$ cat config.mk
export PLATFORM = sky130hd
export DESIGN_NAME = calculator_operand_alu
export DESIGN_NICKNAME = d
export VERILOG_FILES = /design/src/rtl/calculator_operand_alu.sv
export SDC_FILE = /design/constraint.sdc
export NUM_CORES = 1
export LEC_CHECK = 0
export CAP_MARGIN = 30
export CELL_PAD_IN_SITES_DETAIL_PLACEMENT = 1
export CELL_PAD_IN_SITES_GLOBAL_PLACEMENT = 2
export CORE_UTILIZATION = 30
export CTS_CLUSTER_SIZE = 8
export DETAILED_ROUTE_END_ITERATION = 8
export PLACE_DENSITY_LB_ADDON = 0.12
export SLEW_MARGIN = 10
export SYNTH_ARGS = -nofsm -noshare
export SYNTH_HDL_FRONTEND = slang
export SYNTH_SLANG_ARGS = --single-unit
$ cat constraint.sdc
create_clock -name clk -period 7.63 [get_ports clk]
set_clock_uncertainty 0.1 [all_clocks]
set_input_delay 2.289 -clock clk [delete_from_list [all_inputs] [get_ports clk]]
set_output_delay 2.289 -clock clk [all_outputs]
set_load 0.01 [all_outputs]
$ cat src/rtl/calculator_operand_alu.sv
// Operand/op holding registers plus add/sub (1 cycle), shift-add multiply and restoring divide (OPERAND_W cycles).
// No backpressure: loads and starts are ignored while busy. Divider present only when CALC_DIV_EN is defined.
module calculator_operand_alu #(
  parameter int OPERAND_W = 16
) (
  input  logic                   clk,
  input  logic                   rst,
  input  logic [OPERAND_W-1:0]   switches,
  input  logic                   load_a_en,
  input  logic                   load_b_en,
  input  logic                   load_op_en,
  input  logic                   compute_req,
  output logic [OPERAND_W-1:0]   num_a,
  output logic [OPERAND_W-1:0]   num_b,
  output logic [1:0]             op,
  output logic [2*OPERAND_W-1:0] answer,
  output logic                   answer_valid,
  output logic                   busy,
  output logic                   error
);
  localparam int RW = 2 * OPERAND_W;
  localparam int CW = $clog2(OPERAND_W);
  localparam logic [CW-1:0] LAST_ITER = CW'(OPERAND_W - 1);

  typedef enum logic [1:0] {IDLE = 2'd0, CALC = 2'd1, DONE = 2'd2} state_t;

  state_t                 state_q, state_d;
  logic [OPERAND_W-1:0]   num_a_q, num_a_d, num_b_q, num_b_d;
  logic [1:0]             op_q, op_d;
  logic [RW-1:0]          answer_q, answer_d;
  logic                   answer_valid_q, answer_valid_d;
  logic                   busy_q, busy_d;
  logic                   error_q, error_d;
  logic                   req_hist_q, req_hist_d;
  logic [CW-1:0]          cnt_q, cnt_d;
  logic [RW-1:0]          acc_q, acc_d, mcand_q, mcand_d;
  logic [OPERAND_W-1:0]   mplr_q, mplr_d;

  logic                   start, any_load;
  logic [OPERAND_W-1:0]   a_eff, b_eff;
  logic [1:0]             op_eff;
  logic [RW-1:0]          acc_nx;

  assign start    = compute_req & ~req_hist_q;
  assign any_load = load_a_en | load_b_en | load_op_en;
  assign a_eff    = load_a_en  ? switches      : num_a_q;
  assign b_eff    = load_b_en  ? switches      : num_b_q;
  assign op_eff   = load_op_en ? switches[1:0] : op_q;
  assign acc_nx   = mplr_q[0] ? acc_q + mcand_q : acc_q;

`ifdef CALC_DIV_EN
  logic [OPERAND_W-1:0]   rem_q, rem_d, quo_q, quo_d, rem_nx, quo_nx;
  logic [OPERAND_W:0]     trial;
  logic                   div_ge;

  // Quotient register doubles as the dividend shifter: its MSB feeds the partial remainder.
  assign trial  = {rem_q, quo_q[OPERAND_W-1]};
  assign div_ge = trial >= {1'b0, num_b_q};
  assign rem_nx = div_ge ? OPERAND_W'(trial - {1'b0, num_b_q}) : trial[OPERAND_W-1:0];
  assign quo_nx = {quo_q[OPERAND_W-2:0], div_ge};
`endif

  always_comb begin
    state_d        = state_q;
    num_a_d        = num_a_q;
    num_b_d        = num_b_q;
    op_d           = op_q;
    answer_d       = answer_q;
    answer_valid_d = answer_valid_q;
    busy_d         = busy_q;
    error_d        = error_q;
    req_hist_d     = compute_req;
    cnt_d          = cnt_q;
    acc_d          = acc_q;
    mcand_d        = mcand_q;
    mplr_d         = mplr_q;
`ifdef CALC_DIV_EN
    rem_d          = rem_q;
    quo_d          = quo_q;
`endif
    if (state_q != CALC) begin
      num_a_d = a_eff;
      num_b_d = b_eff;
      op_d    = op_eff;
      if (start) begin
        answer_valid_d = 1'b0;
        case (op_eff)
          2'b00: begin
            answer_d       = {{OPERAND_W{1'b0}}, a_eff} + {{OPERAND_W{1'b0}}, b_eff};
            error_d        = 1'b0;
            answer_valid_d = 1'b1;
            state_d        = DONE;
          end
          2'b01: begin
            answer_d       = {{OPERAND_W{1'b0}}, a_eff} - {{OPERAND_W{1'b0}}, b_eff};
            error_d        = 1'b0;
            answer_valid_d = 1'b1;
            state_d        = DONE;
          end
          2'b10: begin
            acc_d   = '0;
            mcand_d = {{OPERAND_W{1'b0}}, a_eff};
            mplr_d  = b_eff;
            cnt_d   = '0;
            busy_d  = 1'b1;
            state_d = CALC;
          end
          default: begin
`ifdef CALC_DIV_EN
            if (b_eff == '0) begin
              answer_d       = '1;
              error_d        = 1'b1;
              answer_valid_d = 1'b1;
              state_d        = DONE;
            end else begin
              rem_d   = '0;
              quo_d   = a_eff;
              cnt_d   = '0;
              busy_d  = 1'b1;
              state_d = CALC;
            end
`else
            answer_d       = '0;
            error_d        = 1'b1;
            answer_valid_d = 1'b1;
            state_d        = DONE;
`endif
          end
        endcase
      end else if (any_load && state_q == DONE) begin
        answer_valid_d = 1'b0;
        state_d        = IDLE;
      end
    end else begin
      cnt_d   = cnt_q + CW'(1);
      acc_d   = acc_nx;
      mcand_d = mcand_q << 1;
      mplr_d  = mplr_q >> 1;
`ifdef CALC_DIV_EN
      rem_d   = rem_nx;
      quo_d   = quo_nx;
`endif
      if (cnt_q == LAST_ITER) begin
`ifdef CALC_DIV_EN
        answer_d = (op_q == 2'b11) ? {rem_nx, quo_nx} : acc_nx;
`else
        answer_d = acc_nx;
`endif
        error_d        = 1'b0;
        answer_valid_d = 1'b1;
        busy_d         = 1'b0;
        state_d        = DONE;
      end
    end
  end

  always_ff @(posedge clk) begin
    if (rst) begin
      state_q        <= IDLE;
      num_a_q        <= '0;
      num_b_q        <= '0;
      op_q           <= '0;
      answer_q       <= '0;
      answer_valid_q <= 1'b0;
      busy_q         <= 1'b0;
      error_q        <= 1'b0;
      req_hist_q     <= 1'b1;
      cnt_q          <= '0;
      acc_q          <= '0;
      mcand_q        <= '0;
      mplr_q         <= '0;
`ifdef CALC_DIV_EN
      rem_q          <= '0;
      quo_q          <= '0;
`endif
    end else begin
      state_q        <= state_d;
      num_a_q        <= num_a_d;
      num_b_q        <= num_b_d;
      op_q           <= op_d;
      answer_q       <= answer_d;
      answer_valid_q <= answer_valid_d;
      busy_q         <= busy_d;
      error_q        <= error_d;
      req_hist_q     <= req_hist_d;
      cnt_q          <= cnt_d;
      acc_q          <= acc_d;
      mcand_q        <= mcand_d;
      mplr_q         <= mplr_d;
`ifdef CALC_DIV_EN
      rem_q          <= rem_d;
      quo_q          <= quo_d;
`endif
    end
  end

  assign num_a        = num_a_q;
  assign num_b        = num_b_q;
  assign op           = op_q;
  assign answer       = answer_q;
  assign answer_valid = answer_valid_q;
  assign busy         = busy_q;
  assign error        = error_q;
endmodule
-- Word level (Yosys, flattened, before mapping)
Index checks and enable logic that the tools add are counted.
- flip-flop bits (word level): 156
- input bits: 22
- output and inout bits: 69
- word-level logic and storage cells: 80
- add/sub/neg operators: 4
- eq/ne operators: 9
- muxes and demuxes: 37
- bitwise operators: 5
- reductions and logical operators: 10
- operators with widths (kind ; number):
    2-to-1 mux 32 bit ; 10
    case mux 32 bit (3 select lines) ; 1
    2-to-1 mux 15 bit ; 3
    adder 32 bit ; 1
    2-to-1 mux 16 bit ; 2
    adder 16 x 16 -> 17 bit ; 1
    subtractor 16 x 16 -> 17 bit ; 1
    2-to-1 mux 2 bit ; 6
    2-to-1 mux 4 bit ; 3
    2-to-1 mux 1 bit ; 11
    AND reduction 2 bit ; 3
    AND reduction 3 bit ; 2
    adder 4 x 1 -> 4 bit, second input constant ; 1
    equality test 2 bit, second input constant ; 2
    equality test 4 bit, second input constant ; 1
    inequality test 2 x 1 -> 1 bit, second input constant ; 2
    inequality test 2 bit, second input constant ; 2
    OR reduction 2 bit ; 2
    inequality test 3 x 2 -> 1 bit, second input constant ; 1
    equality test 2 x 1 -> 1 bit, second input constant ; 1
    zero test 2 bit ; 1
    NOT 1 bit ; 2
    bitwise OR 1 bit ; 2
    case mux 1 bit (2 select lines) ; 1
    other kinds (3) ; 3

-- Logic depth before layout (Yosys ltp)
- word-level depth: 6
- gate-level depth with buffers: 15
- depth with buffers taken out: 13

-- Worst setup path after synthesis
OpenSTA, ideal clock, no wires.
- kind: input to register
- from: in load_b_en
- to: reg answer_q[16], in the netlist answer[16]
- setup time: 0.138 ns
- data arrival time: 5.831 ns
- required time: 7.392 ns
- slack: 1.561 ns
- cell stages on the path: 14
- path buffers: 3
- cell sequence: clkbuf_1 -> clkbuf_1 -> mux2i_1 -> inv_1 -> fa_1 -> nand3b_2 -> a211o_1 -> and3_4 -> o41ai_2 -> a21o_1 -> a2111oi_4 -> nor2_4 -> buf_6 -> a41oi_2
- longest elaborated chain between the ends: 5
- elaborated cells between the ends (all ways): 6
- those cells by class: add/sub (2); mux (4)
- RTL lines (what ; RTL line ; text):
    from (decl) ; 10 ; input logic load_b_en,
    2-to-1 mux 16 bit (*) ; 47 ; assign b_eff = load_b_en ? switches : num_b_q;
    named net b_eff[1] ; 40 ; logic [OPERAND_W-1:0] a_eff, b_eff;
    subtractor 16 x 16 -> 17 bit / adder 16 x 16 -> 17 bit (equally long branches) ; 95, 89 ;
    case mux 32 bit (3 select lines) (*) ; 87 ; case (op_eff)
    2-to-1 mux 32 bit (*) ; 85 ; if (start) begin
    2-to-1 mux 32 bit (*) ; 81 ; if (state_q != CALC) begin
    to (signal assigned) ; 181 ; answer_q <= answer_d;
    to (decl) ; 30 ; logic [RW-1:0] answer_q, answer_d;
Mark *: on every way through the listed nets, which the timed path passes. The rest lies on a longest branch. The select of a mux whose other input is x is not followed.
A chain may end at the register's enable or synchronous reset.

-- Final worst setup path
- from: in load_a_en
- to: reg answer_q[27], in the netlist answer[27]
- longest elaborated chain between the ends: 5
- RTL lines (what ; RTL line ; text):
    from (decl) ; 9 ; input logic load_a_en,
    2-to-1 mux 16 bit ; 46 ; assign a_eff = load_a_en ? switches : num_a_q;
    subtractor 16 x 16 -> 17 bit ; 95 ; answer_d = {{OPERAND_W{1'b0}}, a_eff} - {{OPERAND_W{1'b0}}, b_eff};
    case mux 32 bit (3 select lines) ; 87 ;
    2-to-1 mux 32 bit ; 85 ;
    2-to-1 mux 32 bit ; 81 ;
No other way between the ends. The select of a mux whose other input is x is not followed.

==> results.cfg <==
[outcome]
status = finished, final reports clean

[clocking]
clk_pin_slew_ns = 0.07
cts_tree = built
htree_levels = 4
numClockSinks = 155
cts_root_buffer = clkbuf_16
post_cts_resized = 0
hold_buffers = 0
clk-insertion-delay-late_ns = 0.45
clockBufferDepth = 2
cts_made_buffers = 17
postCtsSetupRepairBufs = 0

[worst_setup_path]
crit_cells = 12
start_kind = primary input
rr_startpoint = num_b[1]
crit_end = answer[27]
worstPathMaxFanout = 16
end_kind = register
path_delay_family = compound AO/OA/AOI/OAI gates
slowest_delay_ns = 0.92
cp-startpoint = load_a_en
cp.arrival_ns = 6.47
worstSetupPathType = primary input to register
crit_required_ns = 7.82
cp_num_buf_inv = 1
crit_chain = clkdlybuf4s50_1, mux2i_1, ha_1, fa_1, nand3b_2, a211o_1, and3_4, o41ai_2, a21o_1, a2111oi_4, nor2_4, a311oi_2
r2r_slack_ns = 3.76
cpMaxStageDelayCell = clkdlybuf4s50_1
r2r-end = answer[27]
reg2regPathDepth = 11

[layout]
syn_to_final_growth_pct = 19.5
layout_common_cells = nand2_1, dfxtp_1, a21oi_1, nor2_1, clkdlybuf4s50_1
layout_commonest_cell = nand2_1
fin_nets = 1339
final_area_um2 = 11600
n_antenna_cell = 0
drive_gt1_share_pct = 7.30

[floorplan]
core_area_um2 = 31700
die_area_um2 = 33100
die_w_um = 182
ios = 91
dieHeight_um = 182
rows = 65
start_util_pct = 30.6

[hold_path]
worstHoldPathCells = 2
hold_path_class = register to register

[routing]
viasPerCell = 5.32
first_pass_iters = 4
vias = 8841
drtIter0Drc = 353
detail-route-antenna-nets = 0
post_drt_wl_per_cell_um = 19.4
wirelength_um = 32300
drc = 0

[placement]
preCtsSetupSlack_ns = 0.887
hpwl_um = 22900
place_area_um2 = 10900
port_buffers = 90
gp_congestion = 0.808

[yosys]
synthXorXnorAreaFrac_pct = 2.71
syn_area_um2 = 9710
synth_edf_count = 0
synth_cell_type_count = 85
synth_top_family_by_area = compound AO/OA/AOI/OAI gates
ys_seq_elements = 155
syn_inst = 1205
avgSynthCellArea_um2 = 8.06
synth_compound_area_share_pct = 27.6
synth_fa_ha_area_share_pct = 8.99
ys.flop_type = dfxtp_1
synth_simple_gate_area_share_pct = 18.4
ys_async_sr_fraction_pct = 0
synthMuxAreaShare_pct = 4.91
syn_nets = 1295
ys_seq_area_share_pct = 32.0
yosysWarnings = 0

[sta]
max_freq_mhz = 159
hold_violations = 0
grt_setup_unrepaired = false
setup_slack_ns = 1.35
hold_slack_ns = 0.352
min_period_ns = 6.28
finalSetupViolCount = 0
fin_crit_sh_pct = 82.3
tightest_slew_ns = 0.872
relSlewSlack_pct = 41.8
maxSlewViolCount = 0
setup_tns_ns = 0

[global_route]
grt_first_pass_wirelength_um = 52500
overflow = 0
grt_usage_pct = 20.1
antenna_found_initial = 1
grt_pass1_vias = 9177
grt_max_degree = 69

[power]
peakVddDrop_v = 0.000161
p_leak_uw = 0.00454
powerDensity_nw_per_um2 = 197

[run]
maxCapViolCount = 0
==> area by class of cell <==
type	instances	area [um^2]
clock inverters	12	241
repair buffers	103	996
well taps	402	503
flip-flops and latches	155	3100
fillers	3792	20100
inverters	50	188
multi-input cells	922	6130
clock buffers	19	443
==> sequential cells by signal, summed over array words and instances (netlist names), 2 cells and up <==
register and flops:
mcand_q 32, mplr_q 16, cnt_q 4, answer 32, num_a 16, op 2
acc_q 32, num_b 16
==> report_power, final <==
part	total (uW)	leakage [uW]	switching [uW]	internal, uW
Sequential	858	0.00126	21.5	836
Clock	1030	0.000333	374	653
Combinational	403	0.00295	238	165
Total	2290	0.00454	633	1650
==> per-stage QoR <==
stage,util (%),total power (uW),std cells
2_1_floorplan,-,1130,1205
3_3_place_gp,34.4,1280,1632
3_5_place_dp,34.4,1280,1632
4_1_cts,36.6,2330,1663
5_1_grt,36.6,2390,1663
6_report,36.6,2290,1663
==> per-layer routing <==
| layer | vias to the layer above | global-route usage [%] | wire, um |
|---|---|---|---|
| met4 | 0 | 5.18 | 462 |
| met2 | 95 | 31.9 | 14300 |
| met3 | 31 | 3.15 | 662 |
| li1 | 4426 | - | - |
| met1 | 4289 | 28.4 | 16900 |
| met5 | - | 0 | 0 |
==> synth_stat cells (4+ instances only) <==
library cell	n	share of area (%)
xor2_1	8	0.72
a221oi_1	4	0.36
nand2b_1	6	0.39
clkbuf_1	61	2.4
buf_2	6	0.31
o211ai_1	37	2.9
buf_1	4	0.15
and3_1	6	0.39
a22oi_1	10	0.77
nand2_1	161	6.2
o31ai_1	8	0.62
xnor2_1	22	2.0
a31oi_1	8	0.52
a311oi_2	6	0.93
nand4_1	4	0.26
nor3b_1	4	0.31
and2_1	7	0.45
mux2i_1	42	4.3
a21o_1	19	1.5
dfxtp_1	155	32
a211oi_1	50	3.9
nor2b_1	14	0.90
inv_1	50	1.9
a311oi_1	11	0.99
ha_1	65	8.4
o31a_1	6	0.54
nor3_1	21	1.1
nor2_1	120	4.6
a21oi_1	133	6.9
buf_4	4	0.31
nand3_1	24	1.2
or2_2	6	0.39
a211oi_2	5	0.64
mux2_2	5	0.58
o21a_1	7	0.54
o21bai_1	5	0.39
o21ai_0	29	1.5
==> how the worst min path moves through the flow <==
stage / to / from / slack, ns
floorplan: mplr_q[0] / mplr_q[1] / 0.33
global placement: mplr_q[14] / mplr_q[15] / 0.35
detailed placement: mplr_q[14] / mplr_q[15] / 0.35
CTS: mplr_q[14] / mplr_q[15] / 0.36
global route: mplr_q[1] / mplr_q[2] / 0.38
finish: mplr_q[14] / mplr_q[15] / 0.35
==> worst reg2reg max path, stage by stage, from the launching register on <==
cell	delay [ns]
dfxtp_1	0.33
mux2i_1	0.42
inv_1	0.17
fa_1	0.46
nand3b_2	0.26
a211o_1	0.37
and3_4	0.18
o41ai_2	0.40
a21o_1	0.21
a2111oi_4	0.08
nor2_4	0.50
a311oi_2	0.22
==> kinds of logic after synthesis <==
group	Yosys count
compound gates	380
xor+xnor	30
fa+ha+maj	68
buf+inv	128
flops	155
mux	47
simple gates	397
(Power assumes the default switching activity.)
